`src/rtl/ahb_lite_master.sv`:
```
// AHB-Lite initiator: converts a valid/ready request stream into pipelined single
// transfers and returns one response per accepted request.
module ahb_lite_master #(
    parameter int         AW        = 32,
    parameter int         DW        = 32,
    parameter logic [3:0] HPROT_VAL = 4'b0011
) (
    input  logic          HCLK,
    input  logic          HRESETn,
    input  logic          req_valid,
    output logic          req_ready,
    input  logic          req_write,
    input  logic [AW-1:0] req_addr,
    input  logic [2:0]    req_size,
    input  logic [DW-1:0] req_wdata,
    output logic          rsp_valid,
    output logic          rsp_write,
    output logic          rsp_err,
    output logic          rsp_cancel,
    output logic [DW-1:0] rsp_rdata,
    output logic [AW-1:0] HADDR,
    output logic [1:0]    HTRANS,
    output logic          HWRITE,
    output logic [2:0]    HSIZE,
    output logic [2:0]    HBURST,
    output logic [3:0]    HPROT,
    output logic          HMASTLOCK,
    output logic [DW-1:0] HWDATA,
    input  logic [DW-1:0] HRDATA,
    input  logic          HREADY,
    input  logic          HRESP
);

    logic          ap_valid;
    logic [AW-1:0] ap_addr;
    logic [2:0]    ap_size;
    logic          ap_write;
    logic [DW-1:0] ap_wdata;
    logic          dp_valid;
    logic          dp_write;
    logic          cx_valid;
    logic          cx_write;
    logic          err_hold;
    logic          accept;
    logic          dp_done;
    logic          cancel_ap;
    logic          cx_report;
    logic [AW-1:0] aligned_addr;

    always_comb begin
        aligned_addr = req_addr;
        case (req_size)
            3'd1:    aligned_addr[0]   = 1'b0;
            3'd2:    aligned_addr[1:0] = 2'b00;
            default: ;
        endcase
    end

    // New requests are held off through the whole ERROR sequence so responses stay ordered.
    assign req_ready = HRESETn && !HRESP && !err_hold && !cx_valid && (!ap_valid || HREADY);
    assign accept    = req_valid && req_ready;
    assign dp_done   = HREADY && dp_valid;
    assign cancel_ap = !HREADY && HRESP && ap_valid;
    assign cx_report = cx_valid && !HRESP && !dp_done;

    assign HADDR     = ap_addr;
    assign HTRANS    = ap_valid ? 2'b10 : 2'b00;
    assign HWRITE    = ap_write;
    assign HSIZE     = ap_size;
    assign HBURST    = 3'b000;
    assign HPROT     = HPROT_VAL;
    assign HMASTLOCK = 1'b0;

    always_ff @(posedge HCLK or negedge HRESETn) begin
        if (!HRESETn) begin
            ap_valid <= 1'b0;
            ap_addr  <= '0;
            ap_size  <= '0;
            ap_write <= 1'b0;
            ap_wdata <= '0;
            dp_valid <= 1'b0;
            dp_write <= 1'b0;
            HWDATA   <= '0;
            cx_valid <= 1'b0;
            cx_write <= 1'b0;
            err_hold <= 1'b0;
        end else begin
            err_hold <= HREADY && HRESP;
            if (HREADY) begin
                dp_valid <= ap_valid;
                dp_write <= ap_write;
                if (ap_valid) begin
                    HWDATA <= ap_wdata;
                end
            end
            // An idle AP may be loaded during a wait state; an occupied one only advances on HREADY.
            if (accept) begin
                ap_valid <= 1'b1;
                ap_addr  <= aligned_addr;
                ap_size  <= req_size;
                ap_write <= req_write;
                ap_wdata <= req_wdata;
            end else if (HREADY) begin
                ap_valid <= 1'b0;
            end else if (cancel_ap) begin
                ap_valid <= 1'b0;
                cx_valid <= 1'b1;
                cx_write <= ap_write;
            end
            if (cx_report) begin
                cx_valid <= 1'b0;
            end
        end
    end

    always_ff @(posedge HCLK or negedge HRESETn) begin
        if (!HRESETn) begin
            rsp_valid  <= 1'b0;
            rsp_write  <= 1'b0;
            rsp_err    <= 1'b0;
            rsp_cancel <= 1'b0;
            rsp_rdata  <= '0;
        end else begin
            rsp_valid  <= 1'b0;
            rsp_write  <= 1'b0;
            rsp_err    <= 1'b0;
            rsp_cancel <= 1'b0;
            rsp_rdata  <= '0;
            if (dp_done) begin
                rsp_valid <= 1'b1;
                rsp_write <= dp_write;
                rsp_err   <= HRESP;
                rsp_rdata <= (!dp_write && !HRESP) ? HRDATA : '0;
            end else if (cx_report) begin
                rsp_valid  <= 1'b1;
                rsp_write  <= cx_write;
                rsp_err    <= 1'b1;
                rsp_cancel <= 1'b1;
            end
        end
    end

endmodule

```
`config.mk`:
```
export PLATFORM = sky130hd
export DESIGN_NAME = ahb_lite_master
export DESIGN_NICKNAME = d
export VERILOG_FILES = /design/src/rtl/ahb_lite_master.sv
export SDC_FILE = /design/constraint.sdc
export NUM_CORES = 1
export LEC_CHECK = 0
export ABC_AREA = 1
export BUFFER_PORTS_ARGS = -buffer_cell sky130_fd_sc_hd__buf_2
export CAP_MARGIN = 20
export CORE_MARGIN = 1.5
export CORE_UTILIZATION = 35
export CTS_CLUSTER_SIZE = 24
export DETAILED_ROUTE_END_ITERATION = 16
export PLACE_DENSITY = 0.69
export SKIP_LAST_GASP = 1
export SYNTH_ARGS = -nofsm -noshare
export SYNTH_HDL_FRONTEND = slang
export SYNTH_SLANG_ARGS = --single-unit
```
`constraint.sdc`:
```
create_clock -name HCLK -period 3.55 [get_ports HCLK]
set_clock_uncertainty 0.05 [all_clocks]
set_input_delay 0.355 -clock HCLK [delete_from_list [all_inputs] [get_ports HCLK]]
set_output_delay 0.355 -clock HCLK [all_outputs]
set_load 0.1 [all_outputs]
```
; ---- After elaboration in Yosys (flattened, before gate mapping)
; Cells that the tools add are included.
[op_classes]
n_eq_ne = 4
mux = 18
bitwise = 2
reduce_logical = 26
[ops]
columns = operator, count
row1 = 2-to-1 mux 32 bit, 2
row2 = 2-to-1 mux 1 bit, 15
row3 = logical AND 1 bit, 12
row4 = zero test 1 bit, 7
row5 = AND reduction 3 bit, 2
row6 = "inequality test 2 x 1 -> 1 bit, second input constant", 2
row7 = "equality test 3 x 1 -> 1 bit, second input constant", 1
row8 = "equality test 3 x 2 -> 1 bit, second input constant", 1
row9 = nonzero test 3 bit, 1
row10 = 2-to-1 mux 2 bit, 1
row11 = inverter 1 bit, 2
row12 = AND reduction 2 bit, 1
row13 = nonzero test 2 bit, 1
row14 = OR reduction 2 bit, 1
row15 = logical OR 1 bit, 1
[word_totals]
reg_bits = 142
in_bits = 105
out_inout_bits = 115
elab_cells = 66

; ---- Logic depth before layout (Yosys ltp)
[logic_depth]
word_depth = 8
ltp_mapped = 8
depth_no_buf = 6

; ---- Worst setup path after synthesis
; Ideal clock, no wire load.
[synth_timing]
path_type = register to output
startpoint = register cx_valid
endpoint = output port req_ready
arrival_time_ns = 1.278
required_time_ns = 3.145
path_slack_ns = 1.867
stages_incl_launch_ff = 4
path_buffers = 0
path_cell_list = dfrtp_1 -> nor2_1 -> nand3_2 -> inv_1
[synth_between]
elab_chain_cells = 3
[synth_rtl]
columns = element, line
row1 = start: declaration, 41  ; logic cx_valid;
row2 = start signal: assignment, 84  ; cx_valid <= 1'b0;
row3 = start signal: assignment, 107  ; cx_valid <= 1'b1;
row4 = start signal: assignment, 111  ; cx_valid <= 1'b0;
row5 = zero test 1 bit, 60  ; assign req_ready = HRESETn && !HRESP && !err_hold && !cx_valid && (!ap_valid || HREADY);
row6 = logical AND 1 bit (2 in series), 60
row7 = end: declaration, 11  ; output logic req_ready,
; Every way passes these cells.

; ---- Worst setup path in the final report
; Ends and elaborated chain as after synthesis.

==> results.py <==
metrics = {
    "status": {
        "status": "finished, final reports clean",
    },
    "place": {
        "io_buffers": 210,
        "routabilityCongestion": 0.7854,
        "dpl.hpwl_mm": 8.087,
    },
    "floorplan": {
        "die-height_um": 126.3,
        "core_um2": 14700,
        "start_util_pct": 36.18,
        "die-area_um2": 15940,
        "die_w_um": 126.3,
        "rows": 44,
        "io_pins": 220,
    },
    "clock_tree": {
        "cts_resized": 0,
        "cts_buffer_depth": 2,
        "cts-root-buf": "clkbuf_16",
        "clkLatencyLatePin_ps": 410,
        "post_cts_buffers": 0,
        "cts_tree": "yes",
        "holdBufCountCts": 0,
        "path_clk_slew_ps": 60,
        "htree_levels": 4,
        "cts.sinks": 142,
        "cts_buffers": 17,
    },
    "setup_path": {
        "crit_fanout": 4,
        "critPathCaptureType": "output port",
        "start_kind": "flop",
        "required_ps": 3140,
        "path_class": "flop to output port",
        "crit_arrival_ps": 1750,
        "rrSetupSlack_ps": 1550,
    },
    "sta": {
        "fin_crit_sh_pct": 60.76,
        "slew_headroom_pct": 40.59,
        "setup_viol": 0,
        "fin_crit_ps": 2157,
        "rsz0062_at_grt": "false",
        "slew_violations": 0,
        "final_hold_viol_count": 0,
        "worst_slew_pin_slew_ps": 891.1,
        "tns_ps": 0,
        "max_freq_mhz": 463.6,
    },
    "yosys": {
        "synth_edf_count": 0,
        "synth_area_um2": 5318,
        "yosys_register_bits": 142,
        "synth_top_area_cell": "dfrtp_1",
        "synth_top_area_share_pct": 66.82,
        "yosysWarnings": 0,
        "async_reset_ff_share_pct": 100.0,
        "post-synth-top-count-cell": "nand2_1",
        "synth_flop_cell": "dfrtp_1",
        "ys_top_cells_by_count": "216 x nand2_1, 142 x dfrtp_1, 32 x mux2_2, 32 x nor3b_1, 14 x inv_1",
        "netlist_instances": 489,
        "ys_seq_area_share_pct": 66.82,
        "synthTopCellsByArea": "dfrtp_1 67%, nand2_1 15%, mux2_2 6.8%, nor3b_1 4.5%, buf_4 1.7%",
        "yosysUniqueCellTypes": 20,
        "postSynthAreaPerCell_um2": 10.87,
    },
    "routing": {
        "vias": 3894,
        "detail_route.wl_per_cell_um": 13.36,
        "drc": 0,
        "wirelength_mm": 11.97,
        "drt-initial-drc-count": 167,
        "drtPass1Iterations": 4,
        "drt-vias-per-instance": 4.346,
        "ant_nets": 0,
    },
    "global_route": {
        "grt_pass1_wl_mm": 19.55,
        "first_global_vias": 3990,
        "antenna_found_initial": 1,
        "use_met2_pct": 25.15,
        "track_usage_pct": 15.64,
        "grt_start_max_net_pins": 73,
        "overflow": 0,
        "use_met3_pct": 5.268,
        "globalRoute.busiestLayer": "met2",
        "met1_usage_pct": 19.45,
    },
    "layout": {
        "syn2layout_area_growth_pct": 32.64,
        "layout.nets": 804,
        "nFillCells": 1408,
        "drive_gt1_share_pct": 39.38,
    },
    "flow_run": {
        "maxCapViolCount": 0,
    },
    "worst_hold_path": {
        "min-delay-path-class": "input pin to flop",
    },
}
-- cells in the final DEF, fill, tap and decap left out --
cell / synthesis / layout
clkbuf_1: 8 / 5
clkbuf_8: 0 / 1
clkinvlp_4: 0 / 1
mux2_2: 32 / 32
buf_2: 9 / 209
dfrtp_1: 142 / 142
nor2_4: 1 / 1
o21ai_0: 5 / 5
clkbuf_16: 0 / 17
nand2_2: 1 / 1
nand2_1: 216 / 216
diode_2: 0 / 1
conb_1: 2 / 9
buf_16: 0 / 1
nor3b_1: 32 / 32
buf_4: 12 / 6
nand3_2: 1 / 1
nand4_4: 0 / 1
bufinv_16: 0 / 1
buf_6: 1 / 1
inv_1: 14 / 14
inv_2: 1 / 1
nand3_1: 3 / 3
o22ai_1: 1 / 1
nor2_1: 4 / 4
clkinv_2: 0 / 6
-- final cells by class --
type	count	area [um^2]	area share [%]
sequential	142	3553	50.38
clock buffer	23	457.9	6.493
clock inverter	8	67.56	0.9580
antenna	1	2.502	0.03548
timing repair buffer	217	1130	16.02
tap	184	230.2	3.264
inverter	15	56.30	0.7983
multi-input combinational	306	1555	22.05
-- flip-flops by register name, summed over array words and instances (netlist names), 3 cells and up --
name,count
HADDR,32
HSIZE,3
ap_wdata,32
HWDATA,32
rsp_rdata,32
-- per-stage QoR --
stage | setup slack, ps | std cells | hold WS (ps) | util [%] | area (um^2)
floorplan | 1867 | 496 | 9.409 | - | 5344
global placement | 1358 | 863 | 405.5 | 44.20 | 6497
detailed placement | 1340 | 864 | 408.7 | 44.39 | 6525
CTS | 1365 | 895 | 66.77 | 47.97 | 7051
global route | 1306 | 895 | 70.06 | 47.97 | 7051
finish | 1393 | 896 | 86.17 | 47.98 | 7053
-- worst paths after layout --
kind                          startpoint           end  depth (start not counted)
max                             cx_valid     req_ready                          4
min                        req_wdata[31]  ap_wdata[31]                          3
max reg2reg                     cx_valid     HADDR[15]                          5
min reg2reg                     dp_valid      dp_valid                          2
max in group asynchronous        HRESETn    HWDATA[23]                          3
min in group asynchronous        HRESETn        HWRITE                          2
-- kinds of logic (layout without fill, tap and decap cells) --
logic type / count (synthesis) / count (layout) / synth area share [%]
AND/OR/NAND/NOR: 259 / 259 / 21.08
flip-flops: 142 / 142 / 66.82
buffers and inverters: 48 / 263 / 4.588
multiplexers: 32 / 32 / 6.777
AO/OA/AOI/OAI: 6 / 6 / 0.5882
other: 2 / 10 / 0.1412
-- critical path, cell delays in order (launching register included) --
cell and delay, ps:
dfrtp_1 400, nor2_1 260, nand3_2 150, inv_1 90, buf_2 430
-- metal layers --
metal | part of all wire, % | wire, um
met1 | 44 | 5307
met2 | 47 | 5588
met3 | 7.3 | 869
met4 | 1.7 | 205
met5 | 0 | 0
Power is left out: the tool's default activity adds up to more than one toggle a clock period on the data nets, which glitch-free logic cannot reach.
